==> config.mk <==
export PLATFORM = sky130hd
export DESIGN_NAME = usr_cmd_sequencer
export DESIGN_NICKNAME = d
export VERILOG_FILES = /design/src/rtl/usr_seq_pkg.sv /design/src/rtl/usr_cmd_sequencer.sv
export SDC_FILE = /design/constraint.sdc
export NUM_CORES = 1
export LEC_CHECK = 0
export ABC_CLOCK_PERIOD_IN_PS = 4900
export CELL_PAD_IN_SITES_DETAIL_PLACEMENT = 1
export CELL_PAD_IN_SITES_GLOBAL_PLACEMENT = 2
export CORE_MARGIN = 5
export CORE_UTILIZATION = 33
export DETAILED_ROUTE_END_ITERATION = 6
export GPL_TIMING_DRIVEN = 0
export MAX_ROUTING_LAYER = met4
export PLACE_DENSITY_LB_ADDON = 0.1
export SKIP_CTS_REPAIR_TIMING = 1
export SYNTH_ARGS = -nofsm -noshare
export SYNTH_HDL_FRONTEND = slang
export SYNTH_SLANG_ARGS = --single-unit
==> constraint.sdc <==
create_clock -name clk -period 4.9 [get_ports clk]
set_input_delay 1.225 -clock clk [delete_from_list [all_inputs] [get_ports clk]]
set_output_delay 1.225 -clock clk [all_outputs]
set_load 0.005 [all_outputs]
==> src/rtl/usr_seq_pkg.sv <==
// Shared types for the universal-shift-register command sequencer.
// op_e doubles as the {s1,s0} mode encoding of the downstream register.
package usr_seq_pkg;

  localparam int unsigned DefWidth = 4;
  localparam int unsigned DefCntW  = 3;

  typedef enum logic [1:0] {
    OP_NOP  = 2'b00,
    OP_SHR  = 2'b01,
    OP_SHL  = 2'b10,
    OP_LOAD = 2'b11
  } op_e;

  typedef enum logic [1:0] {
    IDLE = 2'b00,
    RUN  = 2'b01,
    FIN  = 2'b10
  } state_e;

endpackage

==> src/rtl/usr_cmd_sequencer.sv <==
// Command sequencer driving s1/s0, I_par and serial inputs of a universal shift register.
// Accepts one command per valid/ready handshake and pulses done when the register holds the result.
module usr_cmd_sequencer
  import usr_seq_pkg::*;
#(
  parameter int unsigned WIDTH = DefWidth,
  parameter int unsigned CNT_W = DefCntW
) (
  input  logic             clk,
  input  logic             reset,
  input  logic             cmd_valid_i,
  output logic             cmd_ready_o,
  input  logic [1:0]       cmd_op_i,
  input  logic [WIDTH-1:0] cmd_data_i,
  input  logic [CNT_W-1:0] cmd_count_i,
  output logic             s1_o,
  output logic             s0_o,
  output logic [WIDTH-1:0] i_par_o,
  output logic             msb_in_o,
  output logic             lsb_in_o,
  output logic             busy_o,
  output logic             done_o
);

  localparam int unsigned IdxW = (WIDTH > 1) ? $clog2(WIDTH) : 1;

  state_e           state_q, state_d;
  op_e              op_q, op_d;
  logic [WIDTH-1:0] data_q, data_d;
  logic [CNT_W-1:0] n_q, n_d;
  logic [CNT_W-1:0] k_q, k_d;
  logic [1:0]       sel_q, sel_d;
  logic [WIDTH-1:0] i_par_q, i_par_d;
  logic             msb_q, msb_d;
  logic             lsb_q, lsb_d;
  logic             done_q, done_d;
  logic             busy_q, busy_d;
  logic             ready_q, ready_d;

  logic             drv_en;
  op_e              drv_op;
  logic [WIDTH-1:0] drv_data;
  logic [CNT_W-1:0] drv_k;
  logic [IdxW-1:0]  drv_idx;
  logic [CNT_W-1:0] n_new;
  logic [CNT_W-1:0] k_inc;

  assign k_inc = k_q + CNT_W'(1);

  always_comb begin
    state_d  = state_q;
    op_d     = op_q;
    data_d   = data_q;
    n_d      = n_q;
    k_d      = k_q;
    sel_d    = OP_NOP;
    i_par_d  = '0;
    msb_d    = 1'b0;
    lsb_d    = 1'b0;
    done_d   = 1'b0;
    n_new    = '0;
    drv_en   = 1'b0;
    drv_op   = op_q;
    drv_data = data_q;
    drv_k    = k_q;

    unique case (state_q)
      IDLE: begin
        if (cmd_valid_i && ready_q) begin
          op_d   = op_e'(cmd_op_i);
          data_d = cmd_data_i;
          k_d    = '0;
          case (op_e'(cmd_op_i))
            OP_LOAD:        n_new = CNT_W'(1);
            OP_SHR, OP_SHL: n_new = cmd_count_i;
            default:        n_new = '0;
          endcase
          n_d = n_new;
          // Zero-length commands skip RUN but still complete with a done pulse.
          if (n_new == '0) begin
            state_d = FIN;
            done_d  = 1'b1;
          end else begin
            state_d  = RUN;
            drv_en   = 1'b1;
            drv_op   = op_e'(cmd_op_i);
            drv_data = cmd_data_i;
            drv_k    = '0;
          end
        end
      end
      RUN: begin
        if (k_inc == n_q) begin
          state_d = FIN;
          done_d  = 1'b1;
        end else begin
          k_d    = k_inc;
          drv_en = 1'b1;
          drv_k  = k_inc;
        end
      end
      FIN:     state_d = IDLE;
      default: state_d = IDLE;
    endcase

    // Serial bit source wraps over the data word for counts beyond WIDTH.
    drv_idx = IdxW'(32'(drv_k) % WIDTH);
    if (drv_en) begin
      sel_d = drv_op;
      case (drv_op)
        OP_LOAD: i_par_d = drv_data;
        OP_SHR:  msb_d   = drv_data[drv_idx];
        OP_SHL:  lsb_d   = drv_data[drv_idx];
        default: ;
      endcase
    end

    ready_d = (state_d == IDLE);
    busy_d  = (state_d != IDLE);
  end

  always_ff @(posedge clk or posedge reset) begin
    if (reset) begin
      state_q <= IDLE;
      op_q    <= OP_NOP;
      data_q  <= '0;
      n_q     <= '0;
      k_q     <= '0;
      sel_q   <= 2'b00;
      i_par_q <= '0;
      msb_q   <= 1'b0;
      lsb_q   <= 1'b0;
      done_q  <= 1'b0;
      busy_q  <= 1'b0;
      ready_q <= 1'b0;
    end else begin
      state_q <= state_d;
      op_q    <= op_d;
      data_q  <= data_d;
      n_q     <= n_d;
      k_q     <= k_d;
      sel_q   <= sel_d;
      i_par_q <= i_par_d;
      msb_q   <= msb_d;
      lsb_q   <= lsb_d;
      done_q  <= done_d;
      busy_q  <= busy_d;
      ready_q <= ready_d;
    end
  end

  assign cmd_ready_o = ready_q;
  assign s1_o        = sel_q[1];
  assign s0_o        = sel_q[0];
  assign i_par_o     = i_par_q;
  assign msb_in_o    = msb_q;
  assign lsb_in_o    = lsb_q;
  assign busy_o      = busy_q;
  assign done_o      = done_q;

endmodule

==> results.json, run 1 <==
{
  "status": "completed",
  "worst_path_max_delay_cell": "clkdlybuf4s50_1",
  "utilization_pct": 43.5,
  "htree_levels": 1,
  "via_count": 878,
  "setup_viol": 0,
  "period_needed_ps": 3450,
  "seq_area_um2": 626,
  "worst_ep_arrival_time_ps": 3690,
  "netlist.top_cell.by_area": "dfrtp_1",
  "syn_nets": 129,
  "vias_per_cell": 4.72,
  "finalClockSkew_ps": 2.16,
  "ys_seq_area_share_pct": 53.9,
  "port_buffers": 22,
  "synth_top_area_share_pct": 53.9,
  "syn_inst": 114,
  "crit_chain": "clkdlybuf4s50_1 -> inv_1 -> ha_1 -> o31ai_1 -> a21oi_4 -> a2bb2oi_1 -> mux4_2 -> nor2_1",
  "numCtsBuffers": 3,
  "rsz0062_at_grt": "no",
  "ys.flop_type": "dfrtp_1",
  "drv_cap": 0,
  "dieWidth_um": 69.3,
  "root_buffer": "clkbuf_4",
  "stdcell_count": 186,
  "crit_end": "msb_in_o",
  "hold_viol_final": 0,
  "drt_iter0_drc": 24,
  "synth_area_mm2": 0.00116,
  "clockBufferDepth": 2,
  "power.density_mw_per_mm2": 531,
  "clock_latency_ps": 310,
  "dp_slack_ps": 1110,
  "antenna_found_initial": 0,
  "drtAntennaViolNets": 0,
  "grt_use_total_pct": 11.8,
  "switching_share_pct": 37.1,
  "yosysWarnings": 0,
  "ys_ff_latch": 25,
  "cts_tree": "yes",
  "fin_ws_ps": 1450,
  "clock-sinks": 25,
  "place_area_mm2": 0.00144,
  "dieArea_mm2": 0.00480,
  "grt-ovfl-total": 0,
  "r2r-start": "k_q[0]",
  "ff2ff_path_depth": 7,
  "tightestPinTransition_ps": 1070,
  "synthTopCellsByCount": "34 x nand2_1, 25 x dfrtp_1, 6 x inv_1, 6 x nor2_1, 4 x mux2i_1",
  "pwr-share-comb_pct": 45.9,
  "cp.depth": 8,
  "critPathCaptureType": "flop",
  "drive_above_1_share_pct": 6.43,
  "fin_tns_setup_ps": 0,
  "n_fill_cell": 398,
  "cpPeakStageDelay_ps": 570,
  "n_antenna_cell": 0,
  "critPathMaxFanout": 9,
  "clk_pin_slew_ps": 130,
  "p_switching_uw": 288,
  "gp_congestion": 0.786,
  "syn_to_final_growth_pct": 26.2,
  "initial_utilization_pct": 34.5,
  "dp_hpwl_um": 2000,
  "first_global_vias": 973,
  "cp_num_buf_inv": 2,
  "r2r_slack_ps": 2400,
  "post-synth-top-count-cell": "nand2_1",
  "wl_um": 2480,
  "nets": 156,
  "slew_headroom_pct": 28.4,
  "worstSetupPathType": "in2reg",
  "dp_cells": 182,
  "timing.final.crit_share_pct": 70.3,
  "grt_first_pass_wirelength_um": 4490,
  "pwr-share-clk_pct": 11.8,
  "wire_per_inst_um": 13.3,
  "multi_input_area_um2": 503,
  "rows": 21,
  "worstSetupStartpoint": "cmd_op_i[1]",
  "p_seq_share_pct": 42.3,
  "drc": 0,
  "leakage_nw": 0.687,
  "coreArea_mm2": 0.00336,
  "peakVddDrop_mv": 0.227,
  "drt_pre_antenna_iters": 3,
  "p_int_uw": 489,
  "die_h_um": 69.3,
  "start_kind": "input pin",
  "synth_edf_count": 0,
  "avgSynthCellArea_um2": 10.2,
  "synthDistinctLibCells": 30,
  "grt_max_degree": 26,
  "fmax_mhz": 290,
  "hp-class": "reg2reg",
  "drv_slew": 0,
  "crit_required_ps": 5140,
  "synthTopCellsByArea": "dfrtp_1 54%, nand2_1 11%, mux2i_1 3.5%, ha_1 3.2%, o22a_1 2.3%",
  "ios": 23,
  "design_area_mm2": 0.00146,
  "crit_family": "compound AO/OA/AOI/OAI gates",
  "r2r-end": "msb_in_o",
  "async_reset_ff_share_pct": 100
}
power groups by stage:
stage / combinational [mW] / clock (mW) / sequential [mW]
6_report: 0.357 / 0.0913 / 0.328
5_1_grt: 0.409 / 0.108 / 0.339
4_1_cts: 0.365 / 0.0965 / 0.330
3_5_place_dp: 0.364 / 0 / 0.335
3_3_place_gp: 0.356 / 0 / 0.330
2_1_floorplan: 0.240 / 0 / 0.327
metrics by stage:
step	total power [mW]	hold WS (ps)
after floorplan	0.567	445
after global placement	0.687	458
after detailed placement	0.699	466
after CTS	0.792	499
after global routing	0.856	517
final	0.777	495
layout make-up:
cell class                      instances  area share (%)
Clock buffer                            4            1.79
Tap cell                               46            3.93
Multi-Input combinational cell         81            34.4
Sequential cell                        25            42.7
Inverter                                6            1.54
Buffer                                  2           0.598
Timing Repair Buffer                   22            15.0
routing by layer:
layer / vias up / GRT usage (%) / wire [um]
li1: 434 / - / -
met1: 426 / 15.4 / 1240
met2: 16 / 17.7 / 1110
met3: 2 / 3.33 / 114
met4: 0 / 3.90 / 16
met5: - / - / 0
kinds of logic (layout without fill, tap and decap cells):
group,count (synthesis),count (layout),share of synthesized area (%)
xor gates and xnor gates,4,4,4.21
buffers and inverters,8,34,2.70
DFF,25,25,53.9
and+or+nand+nor,53,53,19.5
AOI/OAI and AO/OA,16,16,11.0
adders and majority gates,3,3,3.24
muxes,5,5,5.39
state kept, by name (all words and copies together) (netlist names):
| signal | flops |
|---|---|
| i_par_o | 4 |
| data_q | 4 |
| cmd_ready_o | 1 |
| k_q | 3 |
| done_o | 1 |
| lsb_in_o | 1 |
| n_q | 3 |
| msb_in_o | 1 |
| sel_q | 2 |
| state_q | 2 |
| busy_o | 1 |
| op_q | 2 |
layout by cell type (no fill, tap or decap), types with 3 or more instances in the layout:
cell / synthesis / final
nand3_1: 3 / 3
dfrtp_1: 25 / 25
o22a_1: 3 / 3
nand2_1: 34 / 34
ha_1: 3 / 3
inv_1: 6 / 6
clkbuf_4: 0 / 3
o31ai_1: 3 / 3
nor2_1: 6 / 6
mux2i_1: 4 / 4
clkdlybuf4s50_1: 0 / 22
o21ai_0: 3 / 3
tightest hold or removal path, delay by kind of cell, from the launching register on:
kind,cells,cell delay [ps]
AND/OR/NAND/NOR,2,110
flip-flops,1,370
worst min-delay path by stage:
stage | end | start | slack, ps | cells past startpoint
final | data_q[2] | data_q[2] | 490 | 2
after CTS | data_q[2] | data_q[2] | 500 | 2
after detailed placement | data_q[1] | data_q[1] | 470 | 2
after floorplan | data_q[0] | data_q[0] | 440 | 2
after global routing | data_q[1] | data_q[1] | 520 | 2
after global placement | data_q[2] | data_q[2] | 460 | 2
Power figures use the tool's default switching activity.
==> run 2, diff against run 1 <==
- ABC_CLOCK_PERIOD_IN_PS: 4900 -> 3100
- CORE_UTILIZATION: 33 -> 28
- clock period: 4.9 -> 3.1 ns (I/O delays scaled with it)
==> results.json, run 2 (same netlist as run 1, synthesis figures left out) <==
{
  "drt_iter0_drc": 57,
  "drive_above_1_share_pct": 8.51,
  "cp.depth": 8,
  "switching_share_pct": 36.9,
  "vias_per_cell": 4.58,
  "rsz0062_at_grt": "no",
  "critPathMaxFanout": 5,
  "gp_congestion": 0.775,
  "r2r-start": "k_q[0]",
  "final_common_cell": "nand2_1",
  "utilization_pct": 37.6,
  "multi_input_area_um2": 517,
  "clockBufferDepth": 2,
  "status": "completed",
  "power.density_mw_per_mm2": 859,
  "cpPeakStageDelay_ps": 580,
  "grt_max_degree": 26,
  "dp_hpwl_um": 2060,
  "wire_per_inst_um": 14.1,
  "grt_first_pass_wirelength_um": 4530,
  "crit_family": "buffers and inverters",
  "drv_slew": 0,
  "first_global_vias": 935,
  "wl_um": 2690,
  "seq_area_um2": 626,
  "numCtsBuffers": 3,
  "ff2ff_path_depth": 7,
  "p_seq_share_pct": 40.4,
  "antenna_found_initial": 0,
  "dp_slack_ps": -230,
  "clock_latency_ps": 260,
  "nets": 157,
  "dieWidth_um": 74.4,
  "n_fill_cell": 455,
  "crit_chain": "clkdlybuf4s50_1 -> inv_1 -> ha_1 -> o31ai_2 -> a21oi_4 -> a2bb2oi_1 -> mux4_2 -> nor2_1",
  "grt-ovfl-total": 0,
  "port_buffers": 22,
  "fin_ws_ps": 159,
  "crit_required_ps": 3300,
  "fmax_mhz": 340,
  "drt_pre_antenna_iters": 4,
  "clock-sinks": 25,
  "timing.final.crit_share_pct": 94.9,
  "via_count": 875,
  "drv_cap": 0,
  "min_path_cells": 2,
  "worst_path_max_delay_cell": "clkdlybuf4s50_1",
  "n_antenna_cell": 0,
  "finalClockSkew_ps": 1.42,
  "critPathCaptureType": "flop",
  "slew_headroom_pct": 21.9,
  "worst_ep_arrival_time_ps": 3140,
  "worstSetupPathType": "in2reg",
  "p_int_uw": 815,
  "pwr-share-comb_pct": 44.6,
  "design_area_mm2": 0.00150,
  "die_h_um": 74.4,
  "period_needed_ps": 2940,
  "cp_num_buf_inv": 2,
  "dieArea_mm2": 0.00553,
  "setup_viol": 0,
  "hold_viol_final": 0,
  "p_switching_uw": 477,
  "coreArea_mm2": 0.00400,
  "hold_slack_ps": 487,
  "tightestPinTransition_ps": 1160,
  "hp-class": "reg2reg",
  "hold_start": "data_q[1]",
  "start_kind": "input pin",
  "cts_tree": "yes",
  "leakage_nw": 0.700,
  "syn_to_final_growth_pct": 29.6,
  "clk_pin_slew_ps": 90,
  "place_area_mm2": 0.00144,
  "worstSetupStartpoint": "cmd_op_i[1]",
  "drc": 0,
  "peakVddDrop_mv": 0.246,
  "grt_use_total_pct": 11.1,
  "root_buffer": "clkbuf_8",
  "initial_utilization_pct": 29.0,
  "htree_levels": 1,
  "drtAntennaViolNets": 0,
  "pwr-share-clk_pct": 15.0,
  "layout_common_cells": "34 x nand2_1, 25 x dfrtp_1, 22 x clkdlybuf4s50_1, 6 x inv_1, 6 x nor2_1",
  "ios": 23,
  "fin_tns_setup_ps": 0,
  "rows": 23
}
-- run 2: cell count changes in the layout (fill, tap and decap cells not counted), sizes merged --
cell    previous run  this run
clkbuf             5         4
a21oi              2         3
clkinv             0         1
-- run 2: area by class of cell --
cell class | count | area share (%)
clock inverters | 1 | 0.333
well taps | 50 | 4.16
multi-input cells | 82 | 34.4
clock buffers | 3 | 2.75
flip-flops and latches | 25 | 41.6
repair buffers | 22 | 14.7
plain buffers | 2 | 0.583
inverters | 6 | 1.50
-- run 2: per-layer routing --
layer  share of wire, %  track usage [%]  wire length, um  vias up
li1                   -                -                -      436
met1                 48             15.4             1280      421
met2                 47             16.3             1270       16
met3                4.1             1.89              110        2
met4               0.78             4.15               21        0
met5                  0                -                0        -
-- run 2: final timing paths --
kind | end | slack (ps)
min in group asynchronous | data_q[1] | 1020
worst max register to register | msb_in_o | 660
worst min register to register | data_q[1] | 490
worst max-delay path | msb_in_o | 160
worst min-delay path | data_q[1] | 490
max in group asynchronous | i_par_o[1] | 1500
-- run 2: worst register-to-register path: cells and delay by family, from the launching register on --
kind | cells | cell delay [ps]
and+or+nand+nor | 2 | 320
AOI/OAI and AO/OA | 2 | 450
DFF | 1 | 440
muxes | 1 | 540
xor gates and xnor gates | 1 | 400
adders and majority gates | 1 | 240
-- run 2: through the flow --
stage	std cells	power, mW
4_1_cts	190	1.31
6_report	191	1.29
3_3_place_gp	186	1.09
5_1_grt	191	1.40
3_5_place_dp	186	1.11
2_1_floorplan	114	0.896
-- run 2: power by group through the flow --
stage	logic [mW]	clock network (mW)	registers (mW)
6_report	0.576	0.193	0.522
5_1_grt	0.642	0.218	0.540
4_1_cts	0.583	0.201	0.523
3_5_place_dp	0.581	0	0.530
3_3_place_gp	0.572	0	0.522
2_1_floorplan	0.379	0	0.517
==> run 3, diff against run 2 <==
- REMOVE_ABC_BUFFERS: not set -> 1
==> results.json, run 3 (same netlist as run 1, synthesis figures left out) <==
{
  "status": "completed",
  "period_needed_ps": 2940,
  "drt_pre_antenna_iters": 4,
  "via_count": 899,
  "hold_viol_final": 0,
  "design_area_mm2": 0.00151,
  "syn_to_final_growth_pct": 29.9,
  "place_area_mm2": 0.00143,
  "ios": 23,
  "critPathCaptureType": "flop",
  "drt_iter0_drc": 43,
  "gp_congestion": 0.769,
  "dp_cells": 184,
  "layout_common_cells": "34 x nand2_1, 25 x dfrtp_1, 22 x clkdlybuf4s50_1, 6 x inv_1, 6 x nor2_1",
  "grt_first_pass_wirelength_um": 4480,
  "first_global_vias": 946,
  "worstSetupPathType": "in2reg",
  "numCtsBuffers": 3,
  "cts_tree": "yes",
  "tightestPinTransition_ps": 1140,
  "antenna_found_initial": 0,
  "wire_per_inst_um": 14.0,
  "coreArea_mm2": 0.00400,
  "peakVddDrop_mv": 0.200,
  "start_kind": "input pin",
  "power.density_mw_per_mm2": 858,
  "grt-ovfl-total": 0,
  "nets": 156,
  "timing.final.crit_share_pct": 94.8,
  "drv_cap": 0,
  "crit_required_ps": 3300,
  "slew_headroom_pct": 23.1,
  "drtAntennaViolNets": 0,
  "initial_utilization_pct": 29.0,
  "clock_latency_ps": 260,
  "finalClockSkew_ps": 2.61,
  "clk_pin_slew_ps": 90,
  "wl_um": 2650,
  "n_antenna_cell": 0,
  "die_h_um": 74.4,
  "worst_ep_arrival_time_ps": 3140,
  "drive_above_1_share_pct": 7.14,
  "root_buffer": "clkbuf_8",
  "htree_levels": 1,
  "hp-class": "reg2reg",
  "grt_use_total_pct": 11.1,
  "clock-sinks": 25,
  "dieWidth_um": 74.4,
  "port_buffers": 22,
  "final_common_cell": "nand2_1",
  "grt_max_degree": 26,
  "clockBufferDepth": 2,
  "critPathMaxFanout": 5,
  "r2r_slack_ps": 670,
  "setup_viol": 0,
  "vias_per_cell": 4.73,
  "stdcell_count": 190,
  "dieArea_mm2": 0.00553,
  "drc": 0,
  "fmax_mhz": 340,
  "dp_hpwl_um": 1960,
  "leakage_nw": 0.705,
  "utilization_pct": 37.7,
  "drv_slew": 0,
  "rows": 23
}
run 3: cell count changes in the layout (fill, tap and decap cells not counted):
cell,previous run,this run
buf_12,0,1
a21oi_2,1,0
o31ai_1,2,3
buf_2,1,0
clkinv_2,1,0
buf_4,0,1
o31ai_2,1,0
run 3: worst max-delay path: stages:
cell and delay, ps:
clkdlybuf4s50_1 500, inv_1 140, ha_1 200, nor2b_1 60, o31ai_1 410, a21oi_4 140
buf_4 190, mux2i_1 130, mux4_2 480, nor2_1 120
run 3: path summary, 6_finish.rpt:
kind                       depth (start not counted)         from   endpoint
hold reg to reg                                    2    data_q[1]  data_q[1]
min in group asynchronous                          2        reset     n_q[1]
setup reg to reg                                   7       k_q[0]   msb_in_o
max in group asynchronous                          2        reset    op_q[1]
setup / recovery                                  10  cmd_op_i[1]   msb_in_o
hold / removal                                     2    data_q[1]  data_q[1]
run 3: metal layers:
metal / GRT usage, % / routed length, um
met5: - / 0
met4: 2.96 / 20
met3: 2.30 / 121
met2: 17.2 / 1220
met1: 14.8 / 1290
run 3: where the power goes:
group	internal [mW]	switching, mW
logic	0.286	0.294
clock network	0.0918	0.102
registers	0.446	0.0721
run 3: through the flow:
step	worst slack, ps	hold slack, ps	setup TNS (ps)	power, mW
finish	162	484	0	1.29
CTS	29.1	490	0	1.30
global placement	-291	461	-553	1.09
global route	-27.3	519	-53.3	1.41
floorplan	585	445	0	0.890
detailed placement	-243	466	-459	1.10
run 3: cell type report:
type,instances,area [um^2]
fillers,438,2490
flip-flops and latches,25,626
multi-input cells,81,503
repair buffers,24,248
well taps,50,62.6
clock buffers,4,45.0
inverters,6,22.5
